$ cat config.mk
export PLATFORM = sky130hd
export DESIGN_NAME = pipe_ctrl_seq
export DESIGN_NICKNAME = d
export VERILOG_FILES = /design/src/rtl/pipe_ctrl_seq.sv
export SDC_FILE = /design/constraint.sdc
export NUM_CORES = 1
export LEC_CHECK = 0
export ABC_AREA = 1
export CAP_MARGIN = 15
export CORE_MARGIN = 2
export CORE_UTILIZATION = 46
export DETAILED_ROUTE_END_ITERATION = 7
export PLACE_DENSITY_LB_ADDON = 0.12
export SYNTH_ARGS = -nofsm -noshare
export SYNTH_HDL_FRONTEND = slang
export SYNTH_SLANG_ARGS = --single-unit
$ cat constraint.sdc
create_clock -name clk_i -period 2.2 [get_ports clk_i]
set_clock_uncertainty 0.2 [all_clocks]
set_input_delay 0.44 -clock clk_i [delete_from_list [all_inputs] [get_ports clk_i]]
set_output_delay 0.44 -clock clk_i [all_outputs]
set_load 0.005 [all_outputs]
$ cat src/rtl/pipe_ctrl_seq.sv
// Stateful pipeline controller: per-stage stall/flush, PC stall and redirect,
// multi-cycle EXE tracking with timeout, sticky halt, and perf counters.
// Ports:
//   clk_i, rst_i           clock, synchronous active-high reset
//   stall_req_i[NSTAGE]    per-stage stall requests (0=IF .. 4=WB)
//   redirect_i, redirect_addr_i   taken jump/branch from stage REDIR_IDX
//   mc_start_i, mc_done_i  multi-cycle unit handshake in stage EXE_IDX
//   halt_req_i, resume_i   enter / leave HALTED
//   stallpc_o, stall_o, flush_o   pipeline hold / bubble controls
//   je_o, jump_addr_o      PC redirect
//   halted_o, mc_timeout_o status
//   cyc_cnt_o, stall_cnt_o, flush_cnt_o   performance counters
module pipe_ctrl_seq #(
   parameter int XLEN       = 32,
   parameter int NSTAGE     = 5,
   parameter int EXE_IDX    = 2,
   parameter int REDIR_IDX  = 2,
   parameter int MC_TIMEOUT = 64,
   parameter int CNT_W      = 32
) (
   input  logic              clk_i,
   input  logic              rst_i,
   input  logic [NSTAGE-1:0] stall_req_i,
   input  logic              redirect_i,
   input  logic [XLEN-1:0]   redirect_addr_i,
   input  logic              mc_start_i,
   input  logic              mc_done_i,
   input  logic              halt_req_i,
   input  logic              resume_i,
   output logic              stallpc_o,
   output logic [NSTAGE-1:0] stall_o,
   output logic [NSTAGE-1:0] flush_o,
   output logic              je_o,
   output logic [XLEN-1:0]   jump_addr_o,
   output logic              halted_o,
   output logic              mc_timeout_o,
   output logic [CNT_W-1:0]  cyc_cnt_o,
   output logic [CNT_W-1:0]  stall_cnt_o,
   output logic [CNT_W-1:0]  flush_cnt_o
);

   localparam logic [1:0] RUN     = 2'd0;
   localparam logic [1:0] MC_BUSY = 2'd1;
   localparam logic [1:0] HALTED  = 2'd2;

   localparam int IW = (NSTAGE > 1) ? $clog2(NSTAGE) : 1;
   localparam int BW = $clog2(MC_TIMEOUT + 1);
   localparam logic [BW-1:0] BUSY_LAST = BW'(MC_TIMEOUT - 1);
   localparam logic [BW-1:0] BUSY_ONE  = BW'(1);
   localparam logic [CNT_W-1:0] CNT_ONE = CNT_W'(1);

   logic [1:0]        state;
   logic              halt_pend;
   logic [BW-1:0]     busy_cnt;
   logic              pend_v;
   logic [XLEN-1:0]   pend_addr;

   logic [NSTAGE-1:0] svec;
   logic              any_stall;
   logic [IW-1:0]     top;
   logic              mc_stall;
   logic              eligible;
   logic              halted;
   logic              busy_exit;
   logic              halt_next;

   assign halted = (state == HALTED);

   // The multi-cycle unit holds EXE from the start cycle until done arrives.
   assign mc_stall = ((state == RUN) && mc_start_i && !mc_done_i) ||
                     ((state == MC_BUSY) && !mc_done_i);

   always_comb begin
      svec = stall_req_i;
      if (mc_stall) svec[EXE_IDX] = 1'b1;
      any_stall = |svec;
      top = '0;
      for (int k = 0; k < NSTAGE; k++) begin
         if (svec[k]) top = IW'(k);
      end
   end

   // A redirect may only go out when nothing at or beyond its own stage
   // is stalled; otherwise it waits in the pending register.
   assign eligible = !halted && (redirect_i || pend_v) &&
                     (!any_stall || (int'(top) < REDIR_IDX));

   always_comb begin
      stall_o     = '0;
      flush_o     = '0;
      stallpc_o   = 1'b0;
      je_o        = 1'b0;
      jump_addr_o = '0;
      if (rst_i) begin
         flush_o = '1;
      end else if (halted) begin
         stall_o   = '1;
         stallpc_o = 1'b1;
      end else begin
         if (any_stall) begin
            stallpc_o = 1'b1;
            for (int j = 0; j < NSTAGE; j++) begin
               if (j <= int'(top)) stall_o[j] = 1'b1;
               if (j == int'(top) + 1) flush_o[j] = 1'b1;
            end
         end
         if (eligible) begin
            je_o        = 1'b1;
            jump_addr_o = redirect_i ? redirect_addr_i : pend_addr;
            stallpc_o   = 1'b0;
            for (int j = 0; j < NSTAGE; j++) begin
               if (j < REDIR_IDX) begin
                  flush_o[j] = 1'b1;
                  stall_o[j] = 1'b0;
               end
            end
         end
      end
   end

   assign halt_next = halt_pend || halt_req_i;
   assign busy_exit = mc_done_i || (busy_cnt == BUSY_LAST);

   always_ff @(posedge clk_i) begin
      if (rst_i) begin
         state        <= RUN;
         halt_pend    <= 1'b0;
         busy_cnt     <= '0;
         mc_timeout_o <= 1'b0;
      end else begin
         unique case (state)
            RUN: begin
               if (mc_start_i && !mc_done_i) begin
                  state     <= MC_BUSY;
                  busy_cnt  <= '0;
                  halt_pend <= halt_req_i;
               end else if (halt_next) begin
                  state     <= HALTED;
                  halt_pend <= 1'b0;
               end
            end
            MC_BUSY: begin
               if (busy_exit) begin
                  if (!mc_done_i) mc_timeout_o <= 1'b1;
                  state     <= halt_next ? HALTED : RUN;
                  halt_pend <= 1'b0;
                  busy_cnt  <= '0;
               end else begin
                  busy_cnt  <= busy_cnt + BUSY_ONE;
                  halt_pend <= halt_next;
               end
            end
            HALTED: begin
               if (resume_i && !halt_req_i) state <= RUN;
            end
            default: state <= RUN;
         endcase
      end
   end

   always_ff @(posedge clk_i) begin
      if (rst_i) begin
         pend_v    <= 1'b0;
         pend_addr <= '0;
      end else if (eligible) begin
         pend_v <= 1'b0;
      end else if (redirect_i) begin
         pend_v    <= 1'b1;
         pend_addr <= redirect_addr_i;
      end
   end

   always_ff @(posedge clk_i) begin
      if (rst_i) begin
         cyc_cnt_o   <= '0;
         stall_cnt_o <= '0;
         flush_cnt_o <= '0;
      end else begin
         if (!halted) cyc_cnt_o <= cyc_cnt_o + CNT_ONE;
         if (!halted && stallpc_o) stall_cnt_o <= stall_cnt_o + CNT_ONE;
         if (je_o) flush_cnt_o <= flush_cnt_o + CNT_ONE;
      end
   end

   assign halted_o = halted;

endmodule

==> qor.txt <==
Most frequent cells in the layout: nand2_1 (355), nor2_1 (186), dfxtp_1 (138), clkdlybuf4s50_1 (135), inv_1 (122)
Final worst-path setup slack: -660 ps
CTS Hold Bufs: 0
Via count of the first global-routing pass: 8320
Row cnt: 48
Average vias per placed instance: 5.11
Maximum clock frequency: 350 MHz
Time the final worst path needs with I/O delays and setup: 2860 ps
Cell-by-cell listing of the critical path: nor2_4 -> nand2_2 -> nand3_4 -> buf_6 -> nor2_4 -> buf_6 -> buf_4 -> buf_6 -> o211ai_1 -> o21ai_2 -> buf_4 -> inv_1 -> buf_2
Mapped Area: 8100 um^2
Number of antenna-violating nets in the routed design: 0
Predominant post-synthesis flop cell: dfxtp_1
Crit path kind: reg -> out
Crit path largest cell delay: 380 ps
Starting DRT DRC Count: 610
Leakage power of the design: 4.52 nW
Worst VDD drop: 0.565 mV
Area taken by multi-input logic gates: 4850 um^2
Sequential element share of the synthesized area: 34.6%
Number of buffers added by the clock tree synthesis step: 17
Root Buffer Master: clkbuf_16
First-pass GRT wire length: 39500 um
TritonCTS clock tree: done
Sink Count: 140
Number of max-capacitance violations reported: 0
Actual transition at the worst max-transition pin: 710 ps
Avg Cell Area, Syn: 6.38 um^2
Remaining global-route overflow: 0
Number of enable-type register cells in the synthesized netlist: 0
RSZ-0062 raised after global routing: true
Seq cells post-synth: 140
Power density over cell area: 550 nW/um^2
Ratio of final minimum period to clock period: 130%
Proportion of layout cells with a drive suffix above 1: 19.9%
Number of nets produced by synthesis: 1319
Dominant cell type by count on the critical path: buf_6
Number of antenna violations at the first check in global routing: 1
Violations in the final reports: setup timing
Count of buffer and inverter cells on the critical path: 7
Initial Utilization: 47.0%
Final-layout fill cell count: 1487
Pwr Total: 6.51 mW
Wire per inst: 14.1 um
Footprint of the flip-flops and latches: 2810 um^2
Number of top-level pins: 186
Total die area: 18700 um^2
Number of setup violations in the final report: 46
Clk_lat worst skew: 420 ps
Routability Congestion: 0.924
Top cells by area, synth: dfxtp_1 (35%), nand2_1 (17%), nor2_1 (10%)
Core Region: 17200 um^2
Post-DP HPWL: 17300 um
YS warnings: 0
Required time reported for the critical path endpoint: 1560 ps
Final design utilization: 68.7%
Most area-hungry cell type in the Yosys netlist: dfxtp_1
Number of DRC violations after detailed routing: 0
Die Wd: 137 um
Die extent in y: 137 um
Total wire length after detailed routing: 25200 um
Async set-or-reset flop fraction in the synthesized netlist: 0%
Cell count after synthesis: 1270
CP arrival: 2220 ps
Drt pass-1 iters: 6
Standard cell with the maximum stage delay on the critical path: dfxtp_4
Worst hold path type: in -> reg
Library cells used by synthesis: 38
Worst max-slew margin expressed relative to the limit: 52.7%
Synth top area share: 34.6%
Port bufs: 185
Number of max-slew violations in the final report: 0
Count of vias placed by the detailed router: 9110
Critical path startpoint category: flop
Final-stage net count: 1594
Dominant delay contributor by cell family on the critical path: buffers and inverters
Global-route total usage across every layer: 26.2%
Critical Path Sink Type: output port
Area growth syn-to-layout: 46.2%
Number of hold violations in the final report: 0
Max Root-Sink Buffers: 2
Maximum number of pins on one net before global-route repair: 61
Outcome: complete, but fails checks
Pre-CTS WS: -1470 ps
Clock-pin transition on the worst setup and hold timing paths: 60 ps
Largest fanout on the critical path: 3
Most common library cell in the layout ignoring fill and taps: nand2_1
Clock H-tree levels: 4
[worst reg2reg max path, delay by kind of cell, from the launching register on]
kind            cells  cell delay (ps)
compound gates      1               60
simple gates        7              600
buf+inv             7              890
flops               1              380
[state kept, by name, summed over array words and instances (netlist names)]
name / count
cyc_cnt_o: 32
flush_cnt_o: 32
pend_addr: 32
stall_cnt_o: 32
busy_cnt: 7
state: 2
halt_pend: 1
mc_timeout_o: 1
pend_v: 1
[final timing paths]
kind                     from         endpoint  slack, ps  cells past startpoint
hold reg to reg   busy_cnt[6]      busy_cnt[6]        250                      2
hold / removal     redirect_i           pend_v        110                      3
setup / recovery     state[0]        stallpc_o       -660                     13
setup reg to reg     state[0]  flush_cnt_o[26]        -60                     15
[synthesized netlist by cell type, drive strengths merged (3+ instances only)]
master,n
nor3,31
nand3b,24
buf,21
xor2,19
xnor2,12
inv,133
or2,3
nand2,364
o21ai,32
nand3,34
nand4,44
dfxtp,140
nor2,221
a21oi,115
clkbuf,27
ha,5
o22ai,32
[per-layer routing]
layer	up-vias	routed length (um)	global-route usage [%]
met5	-	0	0
met4	0	493	8.10
met3	42	1860	5.59
met2	312	11800	43.9
met1	4112	11000	33.6
li1	4644	-	-
[layout make-up]
type                       instances  share of cell area (%)
sequential                       140                    23.7
multi-input combinational        948                    41.0
antenna                            1                  0.0211
inverter                         134                    4.47
clock inverter                    12                    1.17
timing repair buffer             304                    23.4
tap                              225                    2.38
clock buffer                      20                    3.86
[cells by family after synthesis]
kind of cell               after synthesis  share of synthesized area [%]
adders and majority gates                5                          0.773
buffers and inverters                  182                           9.30
AOI/OAI and AO/OA                      188                           13.8
DFF                                    140                           34.6
and+or+nand+nor                        724                           38.1
xor gates and xnor gates                31                           3.35
[per-stage QoR]
step | hold slack [ps] | setup TNS, ps | cell area (um^2) | instances
3_3_place_gp | 241 | -94490 | 10800 | 1724
5_1_grt | 154 | -32960 | 11800 | 1784
2_1_floorplan | 232 | -266 | 8150 | 1270
6_report | 106 | -23950 | 11800 | 1784
4_1_cts | 85.6 | -24260 | 11500 | 1774
3_5_place_dp | 245 | -98390 | 10800 | 1724
[timing repair]
action / 4_1_cts / 5_1_grt
setup buffers: 18 / 7
pin swaps: 17 / 16
setup endpoints to repair: 136 / 139
resized for setup: 226 / 69
gates cloned: 2 / 5
[power by group]
| part | internal [mW] | switching [mW] | total (mW) | leakage [nW] |
|---|---|---|---|---|
| registers | 2.60 | 0.0433 | 2.65 | 1.14 |
| clock network | 1.74 | 1.18 | 2.92 | 0.279 |
| logic | 0.448 | 0.501 | 0.950 | 3.11 |
Note: power is estimated with default switching activity, not from simulation.
